==> src/rtl/datapath_pkg.sv <==
// Shared types and constants for the 8-bit register-file datapath.
// The opcode enum, SYS sub-codes and flag positions are used by both the top and the ALU.
package datapath_pkg;

    localparam int DATA_W    = 8;
    localparam int NUM_REGS  = 4;
    localparam int REG_SEL_W = 2;
    localparam int FLAG_W    = 4;

    localparam int FLAG_N = 3;
    localparam int FLAG_Z = 2;
    localparam int FLAG_C = 1;
    localparam int FLAG_V = 0;

    typedef enum logic [3:0] {
        OP_SYS  = 4'h0,
        OP_LDI  = 4'h1,
        OP_MOV  = 4'h2,
        OP_ADD  = 4'h3,
        OP_ADC  = 4'h4,
        OP_SUB  = 4'h5,
        OP_SBC  = 4'h6,
        OP_AND  = 4'h7,
        OP_OR   = 4'h8,
        OP_XOR  = 4'h9,
        OP_NOT  = 4'hA,
        OP_SHL  = 4'hB,
        OP_SHR  = 4'hC,
        OP_ASR  = 4'hD,
        OP_ADDI = 4'hE,
        OP_CMP  = 4'hF
    } opcode_e;

    typedef enum logic [1:0] {
        SYS_NOP       = 2'b00,
        SYS_OUT_REG   = 2'b01,
        SYS_OUT_FLAGS = 2'b10,
        SYS_NOP_ALT   = 2'b11
    } sys_e;

    // Per-command side effects reported by the ALU.
    typedef struct packed {
        logic wr_reg;
        logic wr_out;
        logic upd_nz;
        logic upd_c;
        logic upd_v;
    } alu_ctrl_t;

endpackage

==> src/rtl/datapath_alu.sv <==
// Combinational ALU: one shared 9-bit adder serves ADD/ADC/ADDI/SUB/SBC/CMP.
// Subtraction is a + ~b + cin, so the carry out is directly the "no borrow" flag.
module datapath_alu
    import datapath_pkg::*;
(
    input  opcode_e             op,
    input  logic [DATA_W-1:0]   a,
    input  logic [DATA_W-1:0]   b,
    input  logic                cin,
    output logic [DATA_W-1:0]   res,
    output logic                c,
    output logic                v,
    output alu_ctrl_t           ctrl
);

    logic              is_sub;
    logic              add_ci;
    logic [DATA_W-1:0] b_eff;
    logic [DATA_W:0]   sum9;
    logic              v_arith;

    assign is_sub = (op == OP_SUB) || (op == OP_SBC) || (op == OP_CMP);
    assign b_eff  = is_sub ? ~b : b;

    always_comb begin
        add_ci = 1'b0;
        case (op)
            OP_SUB, OP_CMP: add_ci = 1'b1;
            OP_ADC, OP_SBC: add_ci = cin;
            default:        add_ci = 1'b0;
        endcase
    end

    assign sum9 = {1'b0, a} + {1'b0, b_eff} + {{DATA_W{1'b0}}, add_ci};
    // With b inverted for subtraction, "same sign in, different sign out" covers both cases.
    assign v_arith = (a[DATA_W-1] == b_eff[DATA_W-1]) && (sum9[DATA_W-1] != a[DATA_W-1]);

    always_comb begin
        res  = '0;
        c    = cin;
        v    = 1'b0;
        ctrl = '0;
        case (op)
            OP_SYS: ;
            OP_LDI, OP_MOV: begin
                res         = b;
                ctrl.wr_reg = 1'b1;
                ctrl.wr_out = 1'b1;
            end
            OP_ADD, OP_ADC, OP_ADDI, OP_SUB, OP_SBC, OP_CMP: begin
                res         = sum9[DATA_W-1:0];
                c           = sum9[DATA_W];
                v           = v_arith;
                ctrl.wr_reg = (op != OP_CMP);
                ctrl.wr_out = (op != OP_CMP);
                ctrl.upd_nz = 1'b1;
                ctrl.upd_c  = 1'b1;
                ctrl.upd_v  = 1'b1;
            end
            OP_AND, OP_OR, OP_XOR, OP_NOT: begin
                case (op)
                    OP_AND:  res = a & b;
                    OP_OR:   res = a | b;
                    OP_XOR:  res = a ^ b;
                    default: res = ~b;
                endcase
                ctrl.wr_reg = 1'b1;
                ctrl.wr_out = 1'b1;
                ctrl.upd_nz = 1'b1;
                ctrl.upd_v  = 1'b1;
            end
            OP_SHL, OP_SHR, OP_ASR: begin
                case (op)
                    OP_SHL: begin
                        res = {b[DATA_W-2:0], 1'b0};
                        c   = b[DATA_W-1];
                    end
                    OP_SHR: begin
                        res = {1'b0, b[DATA_W-1:1]};
                        c   = b[0];
                    end
                    default: begin
                        res = {b[DATA_W-1], b[DATA_W-1:1]};
                        c   = b[0];
                    end
                endcase
                ctrl.wr_reg = 1'b1;
                ctrl.wr_out = 1'b1;
                ctrl.upd_nz = 1'b1;
                ctrl.upd_c  = 1'b1;
                ctrl.upd_v  = 1'b1;
            end
            default: ;
        endcase
    end

endmodule

==> src/rtl/datapath.sv <==
// TinyTapeout tile top: 4x8 register file, NZCV flags and a registered OUT port.
// rst_n is an active-high synchronous reset despite its harness-given name.
module datapath
    import datapath_pkg::*;
(
    input  logic              clk,
    input  logic              rst_n,
    input  logic              ena,
    input  logic [DATA_W-1:0] ui_in,
    output logic [DATA_W-1:0] uo_out,
    input  logic [DATA_W-1:0] uio_in,
    output logic [DATA_W-1:0] uio_out,
    output logic [DATA_W-1:0] uio_oe
);

    logic [NUM_REGS-1:0][DATA_W-1:0] regs;
    logic [FLAG_W-1:0]               flags;
    logic [DATA_W-1:0]               out_q;

    opcode_e            op;
    sys_e               sys_op;
    logic [REG_SEL_W-1:0] rd;
    logic [REG_SEL_W-1:0] rs;
    logic [DATA_W-1:0]  opnd_a;
    logic [DATA_W-1:0]  opnd_b;
    logic [DATA_W-1:0]  alu_res;
    logic               alu_c;
    logic               alu_v;
    alu_ctrl_t          alu_ctrl;
    logic [DATA_W-1:0]  out_d;
    logic [FLAG_W-1:0]  flags_d;

    assign op     = opcode_e'(ui_in[7:4]);
    assign rd     = ui_in[3:2];
    assign rs     = ui_in[1:0];
    assign sys_op = sys_e'(rs);

    assign opnd_a = regs[rd];
    assign opnd_b = ((op == OP_LDI) || (op == OP_ADDI)) ? uio_in : regs[rs];

    datapath_alu u_alu (
        .op   (op),
        .a    (opnd_a),
        .b    (opnd_b),
        .cin  (flags[FLAG_C]),
        .res  (alu_res),
        .c    (alu_c),
        .v    (alu_v),
        .ctrl (alu_ctrl)
    );

    always_comb begin
        out_d = out_q;
        if (op == OP_SYS) begin
            case (sys_op)
                SYS_OUT_REG:   out_d = regs[rd];
                SYS_OUT_FLAGS: out_d = {{(DATA_W-FLAG_W){1'b0}}, flags};
                default:       out_d = out_q;
            endcase
        end else if (alu_ctrl.wr_out) begin
            out_d = alu_res;
        end
    end

    always_comb begin
        flags_d = flags;
        if (alu_ctrl.upd_nz) begin
            flags_d[FLAG_N] = alu_res[DATA_W-1];
            flags_d[FLAG_Z] = (alu_res == '0);
        end
        if (alu_ctrl.upd_c) flags_d[FLAG_C] = alu_c;
        if (alu_ctrl.upd_v) flags_d[FLAG_V] = alu_v;
    end

    always_ff @(posedge clk) begin
        if (rst_n) begin
            regs  <= '0;
            flags <= '0;
            out_q <= '0;
        end else if (ena) begin
            for (int i = 0; i < NUM_REGS; i++) begin
                if (alu_ctrl.wr_reg && (rd == REG_SEL_W'(i))) regs[i] <= alu_res;
            end
            flags <= flags_d;
            out_q <= out_d;
        end
    end

    assign uo_out  = out_q;
    assign uio_out = '0;
    assign uio_oe  = '0;

endmodule

==> config.mk <==
export PLATFORM = sky130hd
export DESIGN_NAME = datapath
export DESIGN_NICKNAME = d
export VERILOG_FILES = /design/src/rtl/datapath_pkg.sv /design/src/rtl/datapath_alu.sv /design/src/rtl/datapath.sv
export SDC_FILE = /design/constraint.sdc
export NUM_CORES = 1
export LEC_CHECK = 0
export ABC_AREA = 1
export BUFFER_PORTS_ARGS = -buffer_cell sky130_fd_sc_hd__buf_2
export CAP_MARGIN = 40
export CORE_ASPECT_RATIO = 2
export CORE_UTILIZATION = 46
export CTS_BUF_LIST = sky130_fd_sc_hd__clkbuf_4 sky130_fd_sc_hd__clkbuf_8
export DETAILED_ROUTE_END_ITERATION = 10
export GPL_TIMING_DRIVEN = 0
export PLACE_DENSITY = 0.67
export RECOVER_POWER = 100
export SLEW_MARGIN = 20
export SYNTH_ARGS = -nofsm -noshare
export SYNTH_HDL_FRONTEND = slang
export SYNTH_SLANG_ARGS = --single-unit
==> constraint.sdc <==
create_clock -name clk -period 8.95 [get_ports clk]
set_clock_uncertainty 0.15 [all_clocks]
set_input_delay 0.4475 -clock clk [delete_from_list [all_inputs] [get_ports clk]]
set_output_delay 0.4475 -clock clk [all_outputs]
set_load 0.005 [all_outputs]
==> metrics.txt <==
# IOs=43; post-synth top area share=22.08%; Tcrit/Tclk final=44.73%; RSZ-0062 raised after global routing=no; total CTS buffers=5; Synth Cell Area=0.003990 mm^2; CP endpoint kind=register; DR vias=roughly 4300; ys flop type=dfxtp_1; Netlist cell types=33; post_cts resized=0; P_leak=roughly 2.5 nW; Core Region=0.008351 mm^2; worst skew pair latency=roughly 0.33 ns; sequential-to-total area share from yosys stat=between 20% and 30%; Avg Cell Area, Syn=slightly below 6 um^2; CTS sink cnt=44; CTS tree=yes; total global-route track usage=29.46%; largest cells by area after synthesis=dfxtp_1 (22%), nand2_1 (16%), inv_1 (13%); postcts setup bufs=0; # fillers=between 800 and 900; Placed Area=approximately 0.0043 mm^2; placer's final routability congestion estimate=0.9497; Final Util=52.56%; Cells after Synth=670; fraction of layout cells with a size suffix above 1=between 10% and 20%; worst vdd ir=~63 uV; largest area contributor in the netlist=dfxtp_1; drt pass-1 iters=5; pwr/cell area=approximately 140 mW/mm^2; Critical Path Start=ui_in[1]; DRC=0; # hold bufs at CTS=0; Seq pwr share=a little over a third; Cells after DPL=about 800; 1st-iter DRT viols=between 300 and 400; fmax=around 250 MHz; initial antenna violation count=0; post-route insts no fill=between 800 and 900; crit path time final=between 4 and 5 ns; worst hold-check path type=in -> reg; Crit Path Class=in -> reg; Critical Path Start Type=input port; Logic pwr share=35.4%; Worst slew margin=about a third; row cnt=47; Detailed Place HPWL=a little over 10 mm; Initial Utilization=47.78%; Reg2Reg Launch Point=regs[8]; vias per cell=about 5.2; die width=between 60 and 70 um; critical path arrival=~4.1 ns; Internal=about 0.37 mW; worst hold start=rst_n; synthesized flop and latch total=44; number of nets in the layout=762; overall power=0.5965 mW; status=finished clean; final setup vio count=0; Area Growth Syn to Fin=10.00%; CTS H-Tree Depth=2; FFs w/ async S/R, synth=0%; total gr overflow=0; fin. max-slew vios=0; DIE HEIGHT=between 100 and 150 um; Clock transition at path regs=approximately 0.09 ns; max cap viols=0; Diodes inserted=0; Hold Fails Final Rpt=0; Net Switching=about 0.23 mW; number of global-route vias before repair=around 4200; Yosys warning total=0; die area=0.009073 mm^2; Worst EP required=roughly 9.1 ns; Final Cell Area=between 0.004 and 0.005 mm^2; CTS Root Cell=clkbuf_8; drt total wl=between 10 and 15 mm; first-pass GRT wire length=19.75 mm; number of synthesized flops with an enable pin=0; CP max FO=9; worst slew pin tran=roughly 0.97 ns; Port Buffers=25; total negative slack=0 ns; Clock power frac=~29%; post-DR wirelength/cell=between 15 and 20 um; Max clock buf depth=2; pin count of the biggest net entering global routing=15; Antenna Nets Post-Route=0; Switching Fraction=around two fifths
-- layer usage --
metal | track usage [%] | routed length, um
met1 | 27.63 | 4281
met2 | 54.46 | 6776
met3 | 2.740 | 427
met4 | 22.45 | 941
met5 | 0 | 0
-- critical path: stages --
cell      delay (ns)
clkbuf_1        0.09
clkbuf_1        0.41
inv_1           0.30
o211ai_1        0.20
nand3_1         0.19
nand2_1         0.18
xor2_1          0.12
fa_1            0.44
fa_1            0.42
inv_1           0.10
nand4_1         0.11
nand3_1         0.09
nand2_1         0.07
nand3_1         0.07
nand2_1         0.05
inv_1           0.05
nand3b_1        0.31
nor2_1          0.20
nand3_1         0.12
a21oi_1         0.13
-- final timing paths --
check | end | slack [ns] | cells past startpoint
setup / recovery | flags[2] | 4.95 | 20
hold / removal | regs[0] | 0.29 | 4
setup reg to reg | flags[2] | 5.49 | 19
hold reg to reg | flags[2] | 0.33 | 2
-- layout make-up --
type                            instances  area [um^2]  area share, %
Multi-Input combinational cell        472         2436          55.50
Sequential cell                        44        880.8          20.07
Inverter                              140        525.5          11.97
Buffer                                 29        183.9          4.190
Tap cell                               98        122.6          2.794
Timing Repair Buffer                   25        118.9          2.708
Clock buffer                            6        82.58          1.881
Clock inverter                          2        38.79         0.8837
-- Yosys cell counts, types with 3 or more instances --
cell type,instances
nand2_2,10
nand4_1,5
o211ai_1,12
a21oi_1,48
nor2_1,47
o22ai_1,7
o21ai_0,42
o21ai_1,4
ha_1,24
clkbuf_1,4
inv_1,134
nor2_2,4
inv_2,6
buf_2,7
nand3_1,43
nand2_1,175
o21ai_2,3
dfxtp_1,44
nand3b_1,3
buf_4,18
xor2_1,8
o21a_1,5
-- sequential cells by signal, summed over array words and instances (netlist names) --
signal	count
flags	4
regs	32
uo_out	8
-- layout by cell type (no fill, tap or decap), types with 18 or more instances in the layout --
master,instances
a21oi_1,48
buf_2,26
buf_4,18
dfxtp_1,44
ha_1,24
inv_1,134
nand2_1,176
nand3_1,43
nor2_1,50
o21ai_0,44
-- power by group through the flow --
stage | Clock, mW | Combinational, mW | Sequential, mW
floorplan | 0 | 0.152 | 0.218
global placement | 0 | 0.207 | 0.219
detailed placement | 0 | 0.211 | 0.219
CTS | 0.171 | 0.211 | 0.215
global route | 0.178 | 0.239 | 0.216
finish | 0.170 | 0.211 | 0.215
-- cell families (layout without fill, tap and decap cells) --
kind of cell | after synthesis | after routing | synth area share [%]
AO/OA/AOI/OAI | 127 | 127 | 17.94
XOR/XNOR | 10 | 10 | 2.195
adder cells (fa/ha/maj) | 26 | 26 | 8.529
buffers and inverters | 169 | 202 | 17.81
flip-flops | 44 | 44 | 22.08
other | 1 | 16 | 0.09398
AND/OR/NAND/NOR | 293 | 293 | 31.36
-- through the flow --
step / hold slack, ns / setup WS (ns)
2_1_floorplan: 0.2905 / 5.702
3_5_place_dp: 0.3107 / 4.939
4_1_cts: 0.2861 / 5.267
6_report: 0.2885 / 4.947
5_1_grt: 0.3242 / 4.614
3_3_place_gp: 0.3081 / 4.981
Power figures use the tool's default switching activity.
